$ cat src/rtl/matmul_result_reader_pkg.sv
// Shared types and constants for the matmul result reader: FSM states,
// element geometry and seven-segment digit patterns {g,f,e,d,c,b,a}.
package matmul_result_reader_pkg;

   typedef enum logic [1:0] {
      ST_IDLE  = 2'd0,
      ST_SHOW  = 2'd1,
      ST_BLANK = 2'd2,
      ST_DONE  = 2'd3
   } state_t;

   localparam int ELEM_W   = 4;
   localparam int ELEM_CNT = 4;

   localparam logic [6:0] SEG_0 = 7'h3F;
   localparam logic [6:0] SEG_1 = 7'h06;
   localparam logic [6:0] SEG_2 = 7'h5B;
   localparam logic [6:0] SEG_3 = 7'h4F;
   localparam logic [6:0] SEG_4 = 7'h66;
   localparam logic [6:0] SEG_5 = 7'h6D;
   localparam logic [6:0] SEG_6 = 7'h7D;
   localparam logic [6:0] SEG_7 = 7'h07;
   localparam logic [6:0] SEG_8 = 7'h7F;

   // True when a signed element lies within -2..+2.
   function automatic logic elem_in_range(input logic [ELEM_W-1:0] e);
      return ($signed(e) >= -4'sd2) && ($signed(e) <= 4'sd2);
   endfunction

endpackage

$ cat src/rtl/matmul_result_reader_seg7.sv
// seg7_signed_decode: combinational 4-bit two's complement element to
// magnitude seven-segment pattern plus a separate sign flag.
module seg7_signed_decode
   import matmul_result_reader_pkg::*;
(
   input  logic [ELEM_W-1:0] i_elem,
   output logic [6:0]        o_seg,
   output logic              o_sign
);

   logic [ELEM_W-1:0] w_mag;

   // -8 negates back to 4'b1000, which reads as unsigned 8.
   assign w_mag  = i_elem[ELEM_W-1] ? (~i_elem + 4'd1) : i_elem;
   assign o_sign = i_elem[ELEM_W-1] && (i_elem != '0);

   always_comb begin
      o_seg = 7'h00;
      case (w_mag)
         4'd0:    o_seg = SEG_0;
         4'd1:    o_seg = SEG_1;
         4'd2:    o_seg = SEG_2;
         4'd3:    o_seg = SEG_3;
         4'd4:    o_seg = SEG_4;
         4'd5:    o_seg = SEG_5;
         4'd6:    o_seg = SEG_6;
         4'd7:    o_seg = SEG_7;
         4'd8:    o_seg = SEG_8;
         default: o_seg = 7'h00;
      endcase
   end

endmodule

$ cat src/rtl/matmul_result_reader.sv
// Sequences a captured 2x2 product onto a signed seven-segment display,
// one element per SHOW/BLANK pair. Optional range flag: RESULT_CHECK_EN.
module matmul_result_reader
   import matmul_result_reader_pkg::*;
#(
   parameter int DWELL_CYCLES = 1000,
   parameter int BLANK_CYCLES = 250
) (
   input  logic        clk,
   input  logic        rst_n,
   input  logic        ena,
   input  logic [15:0] res_in,
   input  logic        res_valid,
   output logic        res_ready,
   output logic [6:0]  seg_out,
   output logic        sign_out,
   output logic [1:0]  idx_out,
   output logic        busy,
   output logic        done,
   output logic        err
);

   localparam int MAX_C = (DWELL_CYCLES > BLANK_CYCLES) ? DWELL_CYCLES : BLANK_CYCLES;
   localparam int CNT_W = $clog2(MAX_C + 1);
   localparam logic [CNT_W-1:0] DWELL_LAST = CNT_W'(DWELL_CYCLES - 1);
   localparam logic [CNT_W-1:0] BLANK_LAST = CNT_W'(BLANK_CYCLES - 1);

   state_t             r_state;
   logic [CNT_W-1:0]   r_cnt;
   logic [1:0]         r_idx;
   logic [15:0]        r_res;
   logic [6:0]         r_seg;
   logic               r_sign;
   logic               r_busy;
   logic               r_done;
   logic               w_capture;
   logic [1:0]         w_next_idx;
   logic [ELEM_W-1:0]  w_elem;
   logic [6:0]         w_seg;
   logic               w_sign;

   assign res_ready  = (r_state == ST_IDLE) && ena;
   assign w_capture  = res_valid && res_ready;
   assign w_next_idx = r_idx + 2'd1;

   // Decode the element about to be shown, so display outputs stay registered.
   always_comb begin
      w_elem = res_in[3:0];
      if (r_state != ST_IDLE) begin
         case (w_next_idx)
            2'd0: w_elem = r_res[3:0];
            2'd1: w_elem = r_res[7:4];
            2'd2: w_elem = r_res[11:8];
            2'd3: w_elem = r_res[15:12];
         endcase
      end
   end

   seg7_signed_decode u_dec (
      .i_elem (w_elem),
      .o_seg  (w_seg),
      .o_sign (w_sign)
   );

   always_ff @(posedge clk or negedge rst_n) begin
      if (!rst_n) begin
         r_state <= ST_IDLE;
         r_cnt   <= '0;
         r_idx   <= 2'd0;
         r_res   <= 16'h0000;
         r_seg   <= 7'h00;
         r_sign  <= 1'b0;
         r_busy  <= 1'b0;
         r_done  <= 1'b0;
      end else if (ena) begin
         r_done <= 1'b0;
         case (r_state)
            ST_IDLE: begin
               if (w_capture) begin
                  r_res   <= res_in;
                  r_idx   <= 2'd0;
                  r_cnt   <= '0;
                  r_seg   <= w_seg;
                  r_sign  <= w_sign;
                  r_busy  <= 1'b1;
                  r_state <= ST_SHOW;
               end
            end
            ST_SHOW: begin
               if (r_cnt == DWELL_LAST) begin
                  r_cnt   <= '0;
                  r_seg   <= 7'h00;
                  r_sign  <= 1'b0;
                  r_state <= ST_BLANK;
               end else begin
                  r_cnt <= r_cnt + 1'b1;
               end
            end
            ST_BLANK: begin
               if (r_cnt == BLANK_LAST) begin
                  r_cnt <= '0;
                  if (r_idx == 2'd3) begin
                     r_busy  <= 1'b0;
                     r_done  <= 1'b1;
                     r_state <= ST_DONE;
                  end else begin
                     r_idx   <= w_next_idx;
                     r_seg   <= w_seg;
                     r_sign  <= w_sign;
                     r_state <= ST_SHOW;
                  end
               end else begin
                  r_cnt <= r_cnt + 1'b1;
               end
            end
            ST_DONE: r_state <= ST_IDLE;
            default: r_state <= ST_IDLE;
         endcase
      end
   end

   assign seg_out  = r_seg;
   assign sign_out = r_sign;
   assign idx_out  = r_idx;
   assign busy     = r_busy;
   assign done     = r_done;

`ifdef RESULT_CHECK_EN
   logic r_err;
   logic w_range_err;

   always_comb begin
      w_range_err = 1'b0;
      for (int i = 0; i < ELEM_CNT; i++)
         if (!elem_in_range(res_in[i*ELEM_W +: ELEM_W])) w_range_err = 1'b1;
   end

   always_ff @(posedge clk or negedge rst_n) begin
      if (!rst_n)         r_err <= 1'b0;
      else if (w_capture) r_err <= w_range_err;
   end

   assign err = r_err;
`else
   assign err = 1'b0;
`endif

endmodule

$ cat config.mk
export PLATFORM = sky130hd
export DESIGN_NAME = matmul_result_reader
export DESIGN_NICKNAME = d
export VERILOG_FILES = /design/src/rtl/matmul_result_reader_pkg.sv /design/src/rtl/matmul_result_reader_seg7.sv /design/src/rtl/matmul_result_reader.sv
export SDC_FILE = /design/constraint.sdc
export NUM_CORES = 1
export LEC_CHECK = 0
export CORE_MARGIN = 2
export CORE_UTILIZATION = 63
export DETAILED_ROUTE_END_ITERATION = 7
export DONT_BUFFER_PORTS = 1
export GPL_ROUTABILITY_DRIVEN = 0
export PLACE_DENSITY = 0.79
export SLEW_MARGIN = 20
export SYNTH_ARGS = -nofsm -noshare
export SYNTH_HDL_FRONTEND = slang
export SYNTH_SLANG_ARGS = --single-unit
$ cat constraint.sdc
create_clock -name clk -period 3 [get_ports clk]
set_input_delay 0.45 -clock clk [delete_from_list [all_inputs] [get_ports clk]]
set_output_delay 0.45 -clock clk [all_outputs]
set_load 0.1 [all_outputs]
## After elaboration in Yosys (flattened, before gate mapping)

Memories as Yosys holds them, arrays and structs flattened.
Index checks and enable logic that the tools add are counted.

- Output and inout port bits: 14
- Memory bits (read-only): 112
- Word-level logic and storage cells: 75
- Memories kept: 1
- Register bits after elaboration: 40
- Bits of input ports: 20

- Add/sub/neg operators: 3
- Equal/unequal tests: 14
- Mux-type cells: 33
- Bitwise logic cells: 1
- Reduce and logical (&&, ||, !) cells: 15

Memories:

| name | depth | width | rd ports | clocked after Yosys merged registers in | write ports | line | source |
|---|---|---|---|---|---|---|---|
| (no name shown) | 16 | 7 | 1 | 0 | 0 | matmul_result_reader_seg7.sv:19 | `case (w_mag)` |

Operators with widths:

| operator | count |
|---|---|
| $mux W10 | 3 |
| $pmux W10 S3 | 1 |
| $mux W7 | 4 |
| $pmux W7 S3 | 1 |
| $pmux W4 S4 | 1 |
| $mux W2 | 7 |
| $add A10 B1 Y10 const B | 1 |
| $eq A10 B10 Y1 const B | 1 |
| $eq A10 B8 Y1 const B | 1 |
| $eq A2 B2 Y1 const B | 5 |
| $mux W1 | 10 |
| $ne A2 B2 Y1 const B | 5 |
| $reduce_and A5 Y1 | 2 |
| $mux W4 | 2 |
| $pmux W2 S4 | 1 |
| $reduce_and A3 Y1 | 2 |
| $reduce_and A6 Y1 | 1 |
| $add A4 B1 Y4 const B | 1 |
| $eq A2 B1 Y1 const B | 2 |
| $logic_not A2 Y1 | 2 |
| $not A4 Y4 | 1 |
| $pmux W2 S2 | 1 |
| $reduce_and A4 Y1 | 1 |
| $reduce_bool A2 Y1 | 2 |
| other kinds (6) | 8 |

## Depth between registers and ports, before layout

Gate-level depths: netlist of run 1.
An unclocked memory read counts as a cell.

- Depth after elaboration: 11
- Depth in mapped cells: 14
- Gate-level depth less buffers: 14

## Modules after synthesis

Synthesis of run 1 repeated with hierarchy kept, for this count alone.

- Cells, all modules: 236
- Area, all modules: 2,432.3 um2

By module, submodules not included:

| module | times used | cells an instance | sequential area each (um2) | area an instance (um2) |
|---|---|---|---|---|
| matmul_result_reader | 1 | 201 | 1,001.0 | 2,207.1 |
| seg7_signed_decode | 1 | 35 | 0.0 | 225.2 |

## Worst setup path after synthesis of run 1

No wires, ideal clock.

- Kind: register to register
- From: register r_idx[1], in the netlist idx_out[1]
- To: register r_seg[6], in the netlist seg_out[6]
- Required time: 2.877 ns
- Clock period less this slack: 3.306 ns
- Setup time: 0.123 ns
- Path slack: -0.306 ns
- Path buffers: 1
- Data arrival time: 3.183 ns
- Stages on the path, launching flop included: 13
- Cells stage by stage: dfrtp_1 ha_1 buf_6 a211oi_1 a221oi_2 inv_1 ha_1 nor2_1 a21o_1 ha_1 o211ai_1 a31o_1 a32o_1

- Longest elaborated chain between the ends: 11
- Elaborated cells on any way between the ends: 18
- Classes of those cells: add/sub: 2; eq/ne: 5; mux: 7; bitwise: 1; reduce/logical: 2; memory: 1

RTL lines:

| element | line | source |
|---|---|---|
| start, declared | matmul_result_reader.sv:30 | `logic [1:0] r_idx;` |
| start signal, assigned | matmul_result_reader.sv:107 | `r_idx <= w_next_idx;` |
| $add A2 B1 Y2 | matmul_result_reader.sv:44 | `assign w_next_idx = r_idx + 2'd1;` |
| $eq A2 B2 Y1, or another cell as far along | matmul_result_reader.sv:50 | `case (w_next_idx)` |
| $pmux W4 S4 | matmul_result_reader.sv:50 |  |
| $mux W4 | matmul_result_reader.sv:49 | `if (r_state != ST_IDLE) begin` |
| $not A4 Y4 | matmul_result_reader_seg7.sv:14 | `assign w_mag = i_elem[ELEM_W-1] ? (~i_elem + 4'd1) : i_elem;` |
| $add A4 B1 Y4 | matmul_result_reader_seg7.sv:14 |  |
| $mux W4 | matmul_result_reader_seg7.sv:14 |  |
| $mem_v2 Z16 W7 | n/a |  |
| $mux W7 | matmul_result_reader.sv:102 | `if (r_idx == 2'd3) begin` |
| $mux W7 | matmul_result_reader.sv:100 | `if (r_cnt == BLANK_LAST) begin` |
| $pmux W7 S3 | matmul_result_reader.sv:77 | `case (r_state)` |
| end signal, assigned | matmul_result_reader.sv:83 | `r_seg <= w_seg;` |
| end signal, assigned | matmul_result_reader.sv:108 | `r_seg <= w_seg;` |
| end, declared | matmul_result_reader.sv:32 | `logic [6:0] r_seg;` |

Parallel ways exist; a longest one is shown, timed or not. The select of a mux whose other input is x is not followed.
A chain may end at the register's enable or synchronous reset.

## Worst setup path in the final report of run 1

- From: register r_idx[0], in the netlist idx_out[0]
- To: register r_seg[6], in the netlist seg_out[6]

The elaborated chain is that of the path after synthesis.

==> metrics.md, run 1 <==
| Metric | Value |
|---|---|
| GRT Overall Usage | `about a quarter` |
| H-tree depth | `2` |
| FF-to-FF path depth | `12` |
| Worst R2R Start | `idx_out[0]` |
| Final worst path period share | `between 90% and 100%` |
| Outcome | `finished, final reports clean` |
| Final setup violating endpoints | `0` |
| Worst R2R Setup Slack | `~0.2 ns` |
| ANT cells | `0` |
| Vias in the first global route | `1,713` |
| Grt total ovfl | `0` |
| WP depth | `12` |
| Initial DRC Count | `139` |
| Post-Syn Nets | `between 200 and 300` |
| CP delay by family, top | `compound AO/OA/AOI/OAI gates` |
| Number of flops mapped to enable cells by yosys | `0` |
| Die Span Y | `65.3 um` |
| WP data arrival | `3.00 ns` |
| Post-synthesis async set-or-reset flop share | `100%` |
| DRT Pass-1 Iters | `4` |
| Layout net count | `277` |
| Post-route ant nets | `0` |
| Die Area | `4260 um2` |
| Hold Vio Cnt, Final | `0` |
| TritonCTS clock tree | `done` |
| Placed cell areas | `about 2400 um2` |
| Most common flop cell mapped by yosys | `dfrtp_1` |
| CTS buffer count | `5` |
| Worst path cell trace | `inv_1, ha_1, a22oi_1, a221oi_2, inv_1, ha_1, nor2_1, a21o_1, ha_1, o211ai_1, a31o_1, a32o_1` |
| Row Count | `22` |
| Worst Skew | `0.0108 ns` |
| Worst path most repeated cell | `ha_1` |
| Critical path capture point | `seg_out[6]` |
| Worst hold-check path type | `in -> reg` |
| CP endpoint kind | `flop` |
| Synth Area per Inst | `10.1 um2` |
| Initial core utilization | `65.1%` |
| FF-to-FF End | `seg_out[6]` |
| Startpoint Class | `flop` |
| Synth cell types | `57` |
| Final instance area | `2580 um2` |
| Util after Layout | `a little under three quarters` |
| Max-slew violations | `0` |
| Post-DR wirelength/cell | `15.8 um` |
| CP bufs+invs | `2` |
| Post-synthesis sequential area ratio | `around 42%` |
| Max-Cap Viols | `0` |
| DR vias/cell | `6.08` |
| Area Overhead vs Synth | `9.05%` |
| Yosys reg bits | `40` |
| Root buf cell | `clkbuf_8` |
| Largest net degree at the start of global routing | `41` |
| Post-CTS setup buffer count | `0` |
| Initial antenna violation count | `0` |
| Post-DP HPWL | `roughly 3400 um` |
| Clock Path Buffers | `2` |
| Max incr delay on CP | `between 0.4 and 0.5 ns` |
| CTS sink cnt | `40` |
| Die width | `approximately 65 um` |
| Ratio of cells with drive above 1 in the final layout | `18.9%` |
| Synth Instances | `roughly 230` |
| Relative slew margins | `37.2%` |
| Crit-path slowest cell | `dfrtp_2` |
| Core ar. | `3630 um2` |
| DRC viols | `0` |
| First-pass GRT wire length | `7830 um` |
| Via count | `1,776` |
| Syn. warnings | `0` |
| Ports | `34` |
| Clock Pin Slew Worst Setup and Hold Paths | `around 0.08 ns` |
| Required time worst endpoint | `3.19 ns` |
| Critical Path Start | `idx_out[0]` |
| Synthesized cell area | `2360 um2` |
| PortBufs | `0` |
| Crit Path Max Fanout | `4` |
| Routed WL | `4610 um` |
| Clk_lat worst skew | `~0.30 ns` |
| Min cycle time layout | `2.81 ns` |
| Critical path type | `reg -> reg` |
| Worst Max-Slew Pin Slew | `0.942 ns` |
| Fill count | `about 280` |
| Max frequency | `0.356 GHz` |
## registers in the layout, indices dropped and copies added (netlist names)
signal	cells
busy	1
done	1
idx_out	2
r_cnt	10
r_res	16
r_state	2
seg_out	7
sign_out	1
## layout by cell type, fill, tap and decap left out, types with 2 or more instances in the layout
cell | netlist | layout
a222oi_1 | 2 | 2
o31ai_1 | 5 | 5
nand3_1 | 7 | 7
mux2_2 | 15 | 15
a21o_1 | 2 | 2
and3_1 | 2 | 2
o21ai_0 | 14 | 14
clkbuf_8 | 0 | 5
a22oi_1 | 3 | 3
or2_1 | 2 | 2
a21oi_1 | 10 | 10
dfrtp_1 | 40 | 38
nand2_1 | 26 | 26
ha_1 | 14 | 13
buf_4 | 2 | 7
nor2b_1 | 2 | 2
a211oi_1 | 2 | 2
nand2b_1 | 2 | 2
nor3_1 | 3 | 3
nor3b_1 | 2 | 2
o21ai_1 | 5 | 5
dfrtp_2 | 0 | 2
nand4_1 | 2 | 2
nor4_1 | 3 | 3
xnor2_1 | 3 | 3
inv_1 | 17 | 17
nor2_1 | 8 | 8
a22o_1 | 6 | 6
## metrics by stage
stage / cells / setup TNS, ns / setup WS [ns] / hold WS, ns
final: 292 / 0 / 0.194 / 0.270
after floorplan: 234 / 0 / 0.00800 / 0.154
after global routing: 292 / -0.00259 / -0.00259 / 0.273
after CTS: 292 / 0 / 0.107 / 0.265
after detailed placement: 282 / 0 / 0.106 / 0.155
after global placement: 282 / 0 / 0.275 / 0.155
## synth_stat cells (3+ instances only)
library cell | count | area share (%)
xnor2_1 | 3 | 1.1
mux2_2 | 15 | 7.1
a22oi_1 | 3 | 0.95
o21ai_0 | 14 | 3.0
o21ai_1 | 5 | 1.1
nor3_1 | 3 | 0.63
inv_1 | 17 | 2.7
a21oi_1 | 10 | 2.1
ha_1 | 14 | 7.4
nand3_1 | 7 | 1.5
nand2_1 | 26 | 4.1
buf_2 | 3 | 0.63
a22o_1 | 6 | 2.2
nor4_1 | 3 | 0.79
nor2_1 | 8 | 1.3
o31ai_1 | 5 | 1.6
dfrtp_1 | 40 | 42
## worst register-to-register path, cell delays in order (launching register included)
cell and delay [ns]:
dfrtp_2 0.43, inv_1 0.11, ha_1 0.24, a22oi_1 0.13
a221oi_2 0.26, inv_1 0.11, ha_1 0.34, nor2_1 0.12
a21o_1 0.12, ha_1 0.19, o211ai_1 0.13, a31o_1 0.26
a32o_1 0.25
## worst min path at each step
stage                             to  depth (start not counted)   from  slack, ns
after detailed placement  seg_out[0]                          0  rst_n       0.16
after global placement    seg_out[0]                          0  rst_n       0.16
final                           done                          1    ena       0.27
after global routing            done                          1    ena       0.27
after floorplan                 busy                          0  rst_n       0.15
after CTS                       done                          1    ena       0.27
## metal layers
layer / track usage (%) / routed length [um]
met3: 7.19 / 277
met2: 34.4 / 2050
met1: 34.0 / 2220
met4: 7.55 / 61
met5: 0 / 0
## what timing repair did
item | CTS | global route
gates resized for setup | 0 | 2
setup endpoints to repair | 0 | 5
hold endpoints to repair | 40 | 0
hold buffers | 2 | 0
## area by class of cell
type	count	area, um2	share of cell area (%)
multi-input combinational	169	1260	48.8
sequential	40	1000	38.9
timing repair buffer	9	82.6	3.20
clock buffer	6	72.6	2.81
inverter	18	67.6	2.62
tap	48	60.1	2.33
clock inverter	2	35.0	1.36
## logic make-up after synthesis
kind of cell | share of synthesized area (%)
xor gates and xnor gates | 1.48
buffers and inverters | 5.08
adders and majority gates | 7.41
other | 0.159
and+or+nand+nor | 16.1
muxes | 7.57
AOI/OAI and AO/OA | 19.9
DFF | 42.3
Power of run 1 is left out: the tool's default activity adds up to more than one toggle a clock period on the data nets, which glitch-free logic cannot reach.
==> run 2, diff against run 1 <==
--- a/config.mk
+++ b/config.mk
@@ -10,6 +10,7 @@
 export DETAILED_ROUTE_END_ITERATION = 7
 export DONT_BUFFER_PORTS = 1
 export GPL_ROUTABILITY_DRIVEN = 0
+export MAX_ROUTING_LAYER = met4
 export PLACE_DENSITY = 0.79
 export SLEW_MARGIN = 20
 export SYNTH_ARGS = -nofsm -noshare
==> metrics.md, run 2 (synthesis gave the netlist of run 1 again) <==
| Metric | Value |
|---|---|
| WP data arrival | `3.00 ns (about the same)` |
| Worst path cell trace | `inv_1, ha_1, a22oi_1, a221oi_2, inv_1, ha_1, nor2_1, a21o_1, ha_1, o211ai_1, a31o_1, a32o_1` |
| Hold EP | `done` |
| CTS sink cnt | `40 (unchanged)` |
| Met3 WL | `266 um (-4.0%)` |
| Routed met2 length | `2040 um (-0.20%)` |
| Crit-path slowest cell | `dfrtp_2` |
| Initial DRC Count | `157 (+13%)` |
| Final setup violating endpoints | `0 (unchanged)` |
| Worst Max-Slew Pin Slew | `0.942 ns (-0.000813 ns)` |
| Die width | `65.3 um (unchanged)` |
| Clk_lat worst skew | `0.30 ns (about the same)` |
| CP endpoint kind | `flop` |
| Max-slew violations | `0 (unchanged)` |
| Area Overhead vs Synth | `9.05% (unchanged)` |
| M1 wire length | `2240 um (+0.59%)` |
| Setup ws final | `0.193 ns (-0.00123 ns)` |
| Hold wc startpoint | `ena` |
| FF-to-FF path depth | `12 (unchanged)` |
| CTS buffer count | `5 (unchanged)` |
| DRT Pass-1 Iters | `4 (unchanged)` |
| Min cycle time layout | `2.81 ns (+0.00123 ns)` |
| Leading cell types in the layout, fill and taps excluded | `dfrtp_1, nand2_1, inv_1` |
| Hold slack | `0.270 ns (+0.000679 ns)` |
| ANT cells | `0 (unchanged)` |
| Max frequency | `0.356 GHz (about the same)` |
| Routed WL | `4610 um (about the same)` |
| TritonCTS clock tree | `done` |
| Post-DR wirelength/cell | `15.8 um (about the same)` |
| CP delay by family, top | `compound AO/OA/AOI/OAI gates` |
| Worst Hold Path Cells | `1 (unchanged)` |
| Vias in the first global route | `1,711 (-0.12%)` |
| Required time worst endpoint | `3.19 ns (about the same)` |
| WP depth | `12 (unchanged)` |
| First-pass GRT wire length | `7840 um (about the same)` |
| Startpoint Class | `flop` |
| Largest net degree at the start of global routing | `41 (unchanged)` |
| Worst Skew | `0.0107 ns (-0.000169 ns)` |
| Via count | `1,783 (+0.39%)` |
| Highest Signal Layer | `met4` |
| Multi-input combinational cell area | `1260 um2 (unchanged)` |
| Root buf cell | `clkbuf_8` |
| Relative slew margins | `37.2% (+0.054 points)` |
| Post-DP HPWL | `3380 um (unchanged)` |
| Initial core utilization | `65.1% (unchanged)` |
| Ports | `34 (unchanged)` |
| Clock Path Buffers | `2 (unchanged)` |
| PortBufs | `0 (unchanged)` |
| Storage cell area | `1000 um2 (unchanged)` |
| Row Count | `22 (unchanged)` |
| Worst hold-check path type | `in -> reg` |
| Clock Pin Slew Worst Setup and Hold Paths | `0.08 ns (about the same)` |
| Worst path most repeated cell | `ha_1` |
| Initial antenna violation count | `0 (unchanged)` |
| Max incr delay on CP | `0.43 ns (about the same)` |
| Max-Cap Viols | `0 (unchanged)` |
| Commonest non-fill, non-tap cell in the layout | `dfrtp_1` |
| Critical path type | `reg -> reg` |
| Layout net count | `277 (unchanged)` |
| Worst R2R Setup Slack | `0.19 ns (about the same)` |
| DRC viols | `0 (unchanged)` |
| FF-to-FF End | `seg_out[6]` |
| Die Area | `4260 um2 (unchanged)` |
| Hold Vio Cnt, Final | `0 (unchanged)` |
| Crit Path Max Fanout | `4 (unchanged)` |
| Worst R2R Start | `idx_out[0]` |
| Util after Layout | `71.0% (unchanged)` |
| Top reg by flops | `r_res` |
| Die Span Y | `65.3 um (unchanged)` |
| Dpl ws | `0.106 ns (unchanged)` |
| H-tree depth | `2 (unchanged)` |
| Grt total ovfl | `0 (unchanged)` |
| Max FFs per register | `16 (unchanged)` |
| Post-CTS setup buffer count | `0 (unchanged)` |
| Outcome | `finished, final reports clean` |
| Fill count | `278 (unchanged)` |
| Ratio of cells with drive above 1 in the final layout | `18.9% (unchanged)` |
| Setup TNS Final | `0 ns (unchanged)` |
| Core ar. | `3630 um2 (unchanged)` |
| Final worst path period share | `93.6% (about the same)` |
| CP bufs+invs | `2 (unchanged)` |
| Post-route ant nets | `0 (unchanged)` |
| DR vias/cell | `6.11 (+0.39%)` |
| GRT Overall Usage | `24.4% (+0.65 points)` |
[run 2: layer usage]
layer	vias up	track usage, %
met2	56	34.4
met3	10	6.51
met5	-	-
met4	0	7.55
li1	858	-
met1	859	34.5
[run 2: through the flow]
step	cell area, um2	cells
finish	2580	292
global route	2580	292
CTS	2560	292
detailed placement	2430	282
global placement	2430	282
floorplan	2370	234
[run 2: timing repair]
| action | CTS | global route |
|---|---|---|
| hold buffers | 2 | 0 |
| endpoints found under the hold margin | 40 | 0 |
| gates resized for setup | 0 | 2 |
| endpoints found under the setup margin | 0 | 5 |
[run 2: how the worst max path moves through the flow]
stage | startpoint | endpoint | slack, ns
after global routing | idx_out[1] | seg_out[6] | -0.02
after CTS | r_state[0] | seg_out[6] | 0.11
final | idx_out[0] | seg_out[6] | 0.19
after detailed placement | r_state[0] | seg_out[6] | 0.11
after global placement | r_state[0] | seg_out[6] | 0.27
after floorplan | idx_out[1] | seg_out[6] | 0.008
[run 2: worst register-to-register path: stages (launching register included)]
cell and delay (ns):
dfrtp_2 0.43, inv_1 0.11, ha_1 0.24, a22oi_1 0.13, a221oi_2 0.27, inv_1 0.11
ha_1 0.35, nor2_1 0.12, a21o_1 0.12, ha_1 0.19, o211ai_1 0.13, a31o_1 0.26
a32o_1 0.25
[run 2: cell type report]
| class | count | share of cell area [%] |
|---|---|---|
| Inverter | 18 | 2.62 |
| Multi-Input combinational cell | 169 | 48.8 |
| Clock inverter | 2 | 1.36 |
| Clock buffer | 6 | 2.81 |
| Timing Repair Buffer | 9 | 3.20 |
| Tap cell | 48 | 2.33 |
| Sequential cell | 40 | 38.9 |
Power of run 2 is left out for the same reason.
